[config.mk]
export PLATFORM = sky130hd
export DESIGN_NAME = mem_req_ctrl
export DESIGN_NICKNAME = d
export VERILOG_FILES = /design/src/rtl/mem_req_ctrl.sv
export SDC_FILE = /design/constraint.sdc
export NUM_CORES = 1
export LEC_CHECK = 0
export CAP_MARGIN = 30
export CORE_ASPECT_RATIO = 0.9
export CORE_MARGIN = 1
export CORE_UTILIZATION = 59
export CTS_BUF_LIST = sky130_fd_sc_hd__clkbuf_2 sky130_fd_sc_hd__clkbuf_4 sky130_fd_sc_hd__clkbuf_8
export DETAILED_ROUTE_END_ITERATION = 6
export PLACE_DENSITY = 0.86
export SETUP_SLACK_MARGIN = 0.02
export SKIP_CTS_REPAIR_TIMING = 1
export SLEW_MARGIN = 0
export SYNTH_ARGS = -nofsm -noshare
export SYNTH_HDL_FRONTEND = slang
export SYNTH_SLANG_ARGS = --single-unit
[constraint.sdc]
create_clock -name clk -period 7.37 [get_ports clk]
set_clock_uncertainty 0.15 [all_clocks]
set_input_delay 1.474 -clock clk [delete_from_list [all_inputs] [get_ports clk]]
set_output_delay 1.474 -clock clk [all_outputs]
set_load 0.005 [all_outputs]
[src/rtl/mem_req_ctrl.sv]
// mem_req_ctrl: command sequencer in front of a small synchronous memory.
// Producer commands are queued in a DEPTH-entry FIFO, then issued to the
// memory one at a time. Read data returns in command order on a valid/ready
// response channel. All memory-side and response outputs are registered.
// Optional: define MEM_REQ_CTRL_STATS_EN to add saturating wr_cnt/rd_cnt
// counters of issued write and read strobes.
module mem_req_ctrl #(
    parameter int DEPTH  = 4,
    parameter int ADDR_W = 2,
    parameter int DATA_W = 8
) (
    input  logic              clk,
    input  logic              reset,
    input  logic              req_valid,
    output logic              req_ready,
    input  logic              req_wr,
    input  logic [ADDR_W-1:0] req_addr,
    input  logic [DATA_W-1:0] req_wdata,
    output logic              rsp_valid,
    input  logic              rsp_ready,
    output logic [ADDR_W-1:0] rsp_addr,
    output logic [DATA_W-1:0] rsp_rdata,
    output logic [ADDR_W-1:0] addr,
    output logic              wr_en,
    output logic              rd_en,
    output logic [DATA_W-1:0] wdata,
    input  logic [DATA_W-1:0] rdata
`ifdef MEM_REQ_CTRL_STATS_EN
    ,
    output logic [15:0]       wr_cnt,
    output logic [15:0]       rd_cnt
`endif
);

    localparam int PTR_W   = (DEPTH > 1) ? $clog2(DEPTH) : 1;
    localparam int CNT_W   = PTR_W + 1;
    localparam int ENTRY_W = 1 + ADDR_W + DATA_W;

    typedef enum logic [2:0] {
        S_IDLE,
        S_WR,
        S_RD,
        S_CAP,
        S_RSP
    } state_t;

    state_t              state_q, state_d;
    logic [PTR_W-1:0]    wr_ptr_q, wr_ptr_d;
    logic [PTR_W-1:0]    rd_ptr_q, rd_ptr_d;
    logic [CNT_W-1:0]    count_q, count_d;
    logic [ENTRY_W-1:0]  fifo_mem_q [DEPTH];

    logic [ADDR_W-1:0]   addr_q, addr_d;
    logic [DATA_W-1:0]   wdata_q, wdata_d;
    logic                wr_en_q, wr_en_d;
    logic                rd_en_q, rd_en_d;
    logic                rsp_valid_q, rsp_valid_d;
    logic [ADDR_W-1:0]   rsp_addr_q, rsp_addr_d;
    logic [DATA_W-1:0]   rsp_rdata_q, rsp_rdata_d;

    logic                push;
    logic                pop;
    logic [ENTRY_W-1:0]  head;
    logic                head_wr;
    logic [ADDR_W-1:0]   head_addr;
    logic [DATA_W-1:0]   head_data;

    // Ready comes from the registered count only; held low while reset is asserted.
    assign req_ready = reset && (count_q != CNT_W'(DEPTH));
    assign push      = req_valid && req_ready;
    assign pop       = (state_q == S_IDLE) && (count_q != '0);

    assign head      = fifo_mem_q[rd_ptr_q];
    assign head_wr   = head[ENTRY_W-1];
    assign head_addr = head[DATA_W +: ADDR_W];
    assign head_data = head[DATA_W-1:0];

    // FIFO pointer and occupancy update; pointers wrap naturally at DEPTH.
    always_comb begin
        wr_ptr_d = wr_ptr_q;
        rd_ptr_d = rd_ptr_q;
        count_d  = count_q;
        if (push) wr_ptr_d = wr_ptr_q + PTR_W'(1);
        if (pop)  rd_ptr_d = rd_ptr_q + PTR_W'(1);
        case ({push, pop})
            2'b10:   count_d = count_q + CNT_W'(1);
            2'b01:   count_d = count_q - CNT_W'(1);
            default: count_d = count_q;
        endcase
    end

    // FIFO storage; contents are don't-care once flushed, so no reset.
    always_ff @(posedge clk) begin
        if (push) fifo_mem_q[wr_ptr_q] <= {req_wr, req_addr, req_wdata};
    end

    // Issue FSM: strobes are computed one cycle ahead so they leave a flop.
    always_comb begin
        state_d     = state_q;
        addr_d      = addr_q;
        wdata_d     = wdata_q;
        wr_en_d     = 1'b0;
        rd_en_d     = 1'b0;
        rsp_valid_d = rsp_valid_q;
        rsp_addr_d  = rsp_addr_q;
        rsp_rdata_d = rsp_rdata_q;
        case (state_q)
            S_IDLE: begin
                if (pop) begin
                    addr_d = head_addr;
                    if (head_wr) begin
                        wdata_d = head_data;
                        wr_en_d = 1'b1;
                        state_d = S_WR;
                    end else begin
                        rd_en_d = 1'b1;
                        state_d = S_RD;
                    end
                end
            end
            S_WR:  state_d = S_IDLE;
            S_RD:  state_d = S_CAP;
            S_CAP: begin
                // Memory returns data the cycle after rd_en.
                rsp_rdata_d = rdata;
                rsp_addr_d  = addr_q;
                rsp_valid_d = 1'b1;
                state_d     = S_RSP;
            end
            S_RSP: begin
                if (rsp_ready) begin
                    rsp_valid_d = 1'b0;
                    state_d     = S_IDLE;
                end
            end
            default: state_d = S_IDLE;
        endcase
    end

    // State, FIFO control and registered outputs; reset flushes everything.
    always_ff @(posedge clk) begin
        if (!reset) begin
            state_q     <= S_IDLE;
            wr_ptr_q    <= '0;
            rd_ptr_q    <= '0;
            count_q     <= '0;
            addr_q      <= '0;
            wdata_q     <= '0;
            wr_en_q     <= 1'b0;
            rd_en_q     <= 1'b0;
            rsp_valid_q <= 1'b0;
            rsp_addr_q  <= '0;
            rsp_rdata_q <= '0;
        end else begin
            state_q     <= state_d;
            wr_ptr_q    <= wr_ptr_d;
            rd_ptr_q    <= rd_ptr_d;
            count_q     <= count_d;
            addr_q      <= addr_d;
            wdata_q     <= wdata_d;
            wr_en_q     <= wr_en_d;
            rd_en_q     <= rd_en_d;
            rsp_valid_q <= rsp_valid_d;
            rsp_addr_q  <= rsp_addr_d;
            rsp_rdata_q <= rsp_rdata_d;
        end
    end

    assign addr      = addr_q;
    assign wdata     = wdata_q;
    assign wr_en     = wr_en_q;
    assign rd_en     = rd_en_q;
    assign rsp_valid = rsp_valid_q;
    assign rsp_addr  = rsp_addr_q;
    assign rsp_rdata = rsp_rdata_q;

`ifdef MEM_REQ_CTRL_STATS_EN
    logic [15:0] wr_cnt_q, wr_cnt_d;
    logic [15:0] rd_cnt_q, rd_cnt_d;

    // Saturating strobe counters, bumped in the cycle each strobe is high.
    always_comb begin
        wr_cnt_d = wr_cnt_q;
        rd_cnt_d = rd_cnt_q;
        if (wr_en_q && (wr_cnt_q != 16'hFFFF)) wr_cnt_d = wr_cnt_q + 16'd1;
        if (rd_en_q && (rd_cnt_q != 16'hFFFF)) rd_cnt_d = rd_cnt_q + 16'd1;
    end

    // Counter registers.
    always_ff @(posedge clk) begin
        if (!reset) begin
            wr_cnt_q <= '0;
            rd_cnt_q <= '0;
        end else begin
            wr_cnt_q <= wr_cnt_d;
            rd_cnt_q <= rd_cnt_d;
        end
    end

    assign wr_cnt = wr_cnt_q;
    assign rd_cnt = rd_cnt_q;
`endif

endmodule

==> out/results.ini <==
[sta]
fmax_mhz = 209
setup_violations = 0
fin_crit_ns = 4.79
relSlewSlack_pct = 50.1
min_period_over_period_pct = 65.0
worstMarginPinSlew_ns = 0.746
slew_viol_final = 0
rsz0062_at_grt = false
tns_ns = 0
hold_viol = 0

[detailed_routing]
wirelength_um = 5020
route.detailed.drc = 0
dr.first_iter.drc_count = 102
dr.pass1.iters = 4
drt-vias-per-instance = 5.40
avgRoutedWirePerCell_um = 15.2
num_vias = 1783
ant_nets = 0

[power_and_ir_drop]
power.density_nw_per_um2 = 319
pwr-share-comb_pct = 26.1
p_sw_uw = 343
vdd_drop_max_v = 0.000196
seqPwrFrac_pct = 48.1
p_int_uw = 843
leakagePower_uw = 0.00137
p_clk_share_pct = 25.8
swShare_pct = 28.9

[clocking]
cts_made_buffers = 9
path_clk_slew_ns = 0.07
clk_latency_ns = 0.35
clock_sinks = 79
cts_root_buffer = clkbuf_8
cts_buffer_depth = 2
tritoncts = yes
cts.htree.levels = 3

[global_routing]
antenna_found_initial = 0
grt_overflow = 0
grt_start_max_net_pins = 25
grt_pass1_vias = 1755
grt_pass1_wl_um = 8490
track_usage_pct = 21.3

[setup_path]
crit_path_cell_trace = clkdlybuf4s50_1 -> and2_1 -> clkdlybuf4s50_1
max_stage_delay_ns = 0.95
cp.required_ns = 5.75
cp-start-kind = input port
r2r_slack_ns = 4.69
worst-setup-path-type = input port to output pin
cp_max_fo = 23
reg2reg_from = count_q[2]
worstPathArrival_ns = 3.17
critPathMostFrequentCell = clkdlybuf4s50_1
worstSetupEndpointType = output pin
crit_slowest_cell = clkdlybuf4s50_1
crit_path_start = reset

[final_layout]
fillerInstances = 294
seqCellArea_sq_um = 2020
drive_gt1_share_pct = 10.6
diodes = 0
syn2layout_area_growth_pct = 23.0
nets = 289
multiInputGateArea_sq_um = 921
fin_util_pct = 75.9
instances_no_fill = 330

[floorplanning]
start_util_pct = 61.7
core_sq_um = 4890
num_rows = 24
dieHeight_um = 69.9
die_area_sq_um = 5410
die_w_um = 77.4
io_pins = 47

[min_path]
hold_path_class = flip-flop to flip-flop
hp-start = wdata[2]

[synth]
synth_ff_type = edfxtp_1
async_flop_share_pct = 0
syn_nets = 241
synth_edf_count = 44
yosys-top-cells-area = edfxtp_1 44%, dfxtp_1 23%, mux4_2 8.2%
netlist_instances = 212
synth_top_area_cell = edfxtp_1
synth_top_cell_area_share_pct = 43.8
ys_seq_area_share_pct = 67.0
ys_ff_latch = 79
synth_warnings = 0
netlist_area_sq_um = 3020
yosysUniqueCellTypes = 29
avgSynthCellArea_sq_um = 14.2

[place]
dp_hpwl_um = 3340
port_buffers = 46
place_congestion = 0.692
dp.cells = 314

[flow_run]
max_cap_viol_count = 0

[run_status]
status = finished clean

state kept, by name, summed over array words and instances, names as in the netlist, 2 cells and up, named ones only:
name,flops
count_q,3
rsp_rdata,8
state_q,3
wdata,8
rd_ptr_q,2
fifo_mem_q,44
wr_ptr_q,2
addr,2
rsp_addr,2
worst max-delay path, delay by kind of cell:
family	cells	cell delay, ns
simple gates	1	0.24
buf+inv	2	1.45
metal layers:
metal  vias up  global-route usage (%)  share of wire (%)
met5         -                       0                  0
met3         9                    6.93                5.4
li1        873                       -                  -
met2        52                    32.8                 48
met4         0                    8.18                1.5
met1       849                    28.5                 45
metrics by stage:
stage	area (sq um)	hold WS, ns	setup slack [ns]	power [uW]
2_1_floorplan	3020	0.303	3.86	785
3_3_place_gp	3520	0.303	2.59	879
3_5_place_dp	3520	0.301	2.57	889
4_1_cts	3710	0.314	2.57	1190
5_1_grt	3710	0.335	2.47	1250
6_report	3710	0.310	2.58	1190
synthesized netlist by cell type (2+ instances only):
cell type   n
edfxtp_1   44
dfxtp_1    35
mux2i_1    18
nand2_1    16
nor2_1     14
a21oi_1    11
mux4_2     11
inv_1      10
and2_1      5
clkbuf_1    5
ha_1        5
nor3_1      5
buf_2       4
nand3_1     4
o21ai_0     4
or3_1       3
and3_1      2
nand3b_1    2
nand4_1     2
o31ai_1     2
xor2_1      2
power groups by stage:
stage	Combinational [uW]	Clock, uW	Sequential [uW]
global placement	301	0	578
finish	310	306	570
detailed placement	307	0	582
floorplan	227	0	558
CTS	309	312	572
global route	342	331	581
path summary, 6_finish.rpt:
kind,endpoint,cells after the start
setup / recovery,req_ready,3
hold / removal,wdata[2],2
setup reg to reg,count_q[2],9
hold reg to reg,wdata[2],2
layout by cell type, fill, tap and decap left out, types with 2 or more instances in the layout:
cell type,n
clkdlybuf4s50_1,46
edfxtp_1,44
dfxtp_1,35
mux2i_1,18
nand2_1,16
nor2_1,14
a21oi_1,11
mux4_2,11
inv_1,10
clkbuf_8,9
nor3_1,5
and2_1,5
ha_1,5
o21ai_0,4
nand3_1,4
or3_1,3
and3_1,2
nand3b_1,2
nand4_1,2
xor2_1,2
o31ai_1,2
cells by family after synthesis:
kind of cell | synth area share (%)
compound gates | 3.77
xor+xnor | 0.580
fa+ha+maj | 2.74
buf+inv | 2.53
flops | 67.0
mux | 14.2
simple gates | 9.24
cell type report:
class                   instances  area share (%)
clock buffers                  10            3.54
inverters                      10            1.01
flip-flops and latches         79            54.4
well taps                      65            2.19
clock inverters                 6            1.62
multi-input cells             114            24.8
repair buffers                 46            12.4
Power figures use the tool's default switching activity.
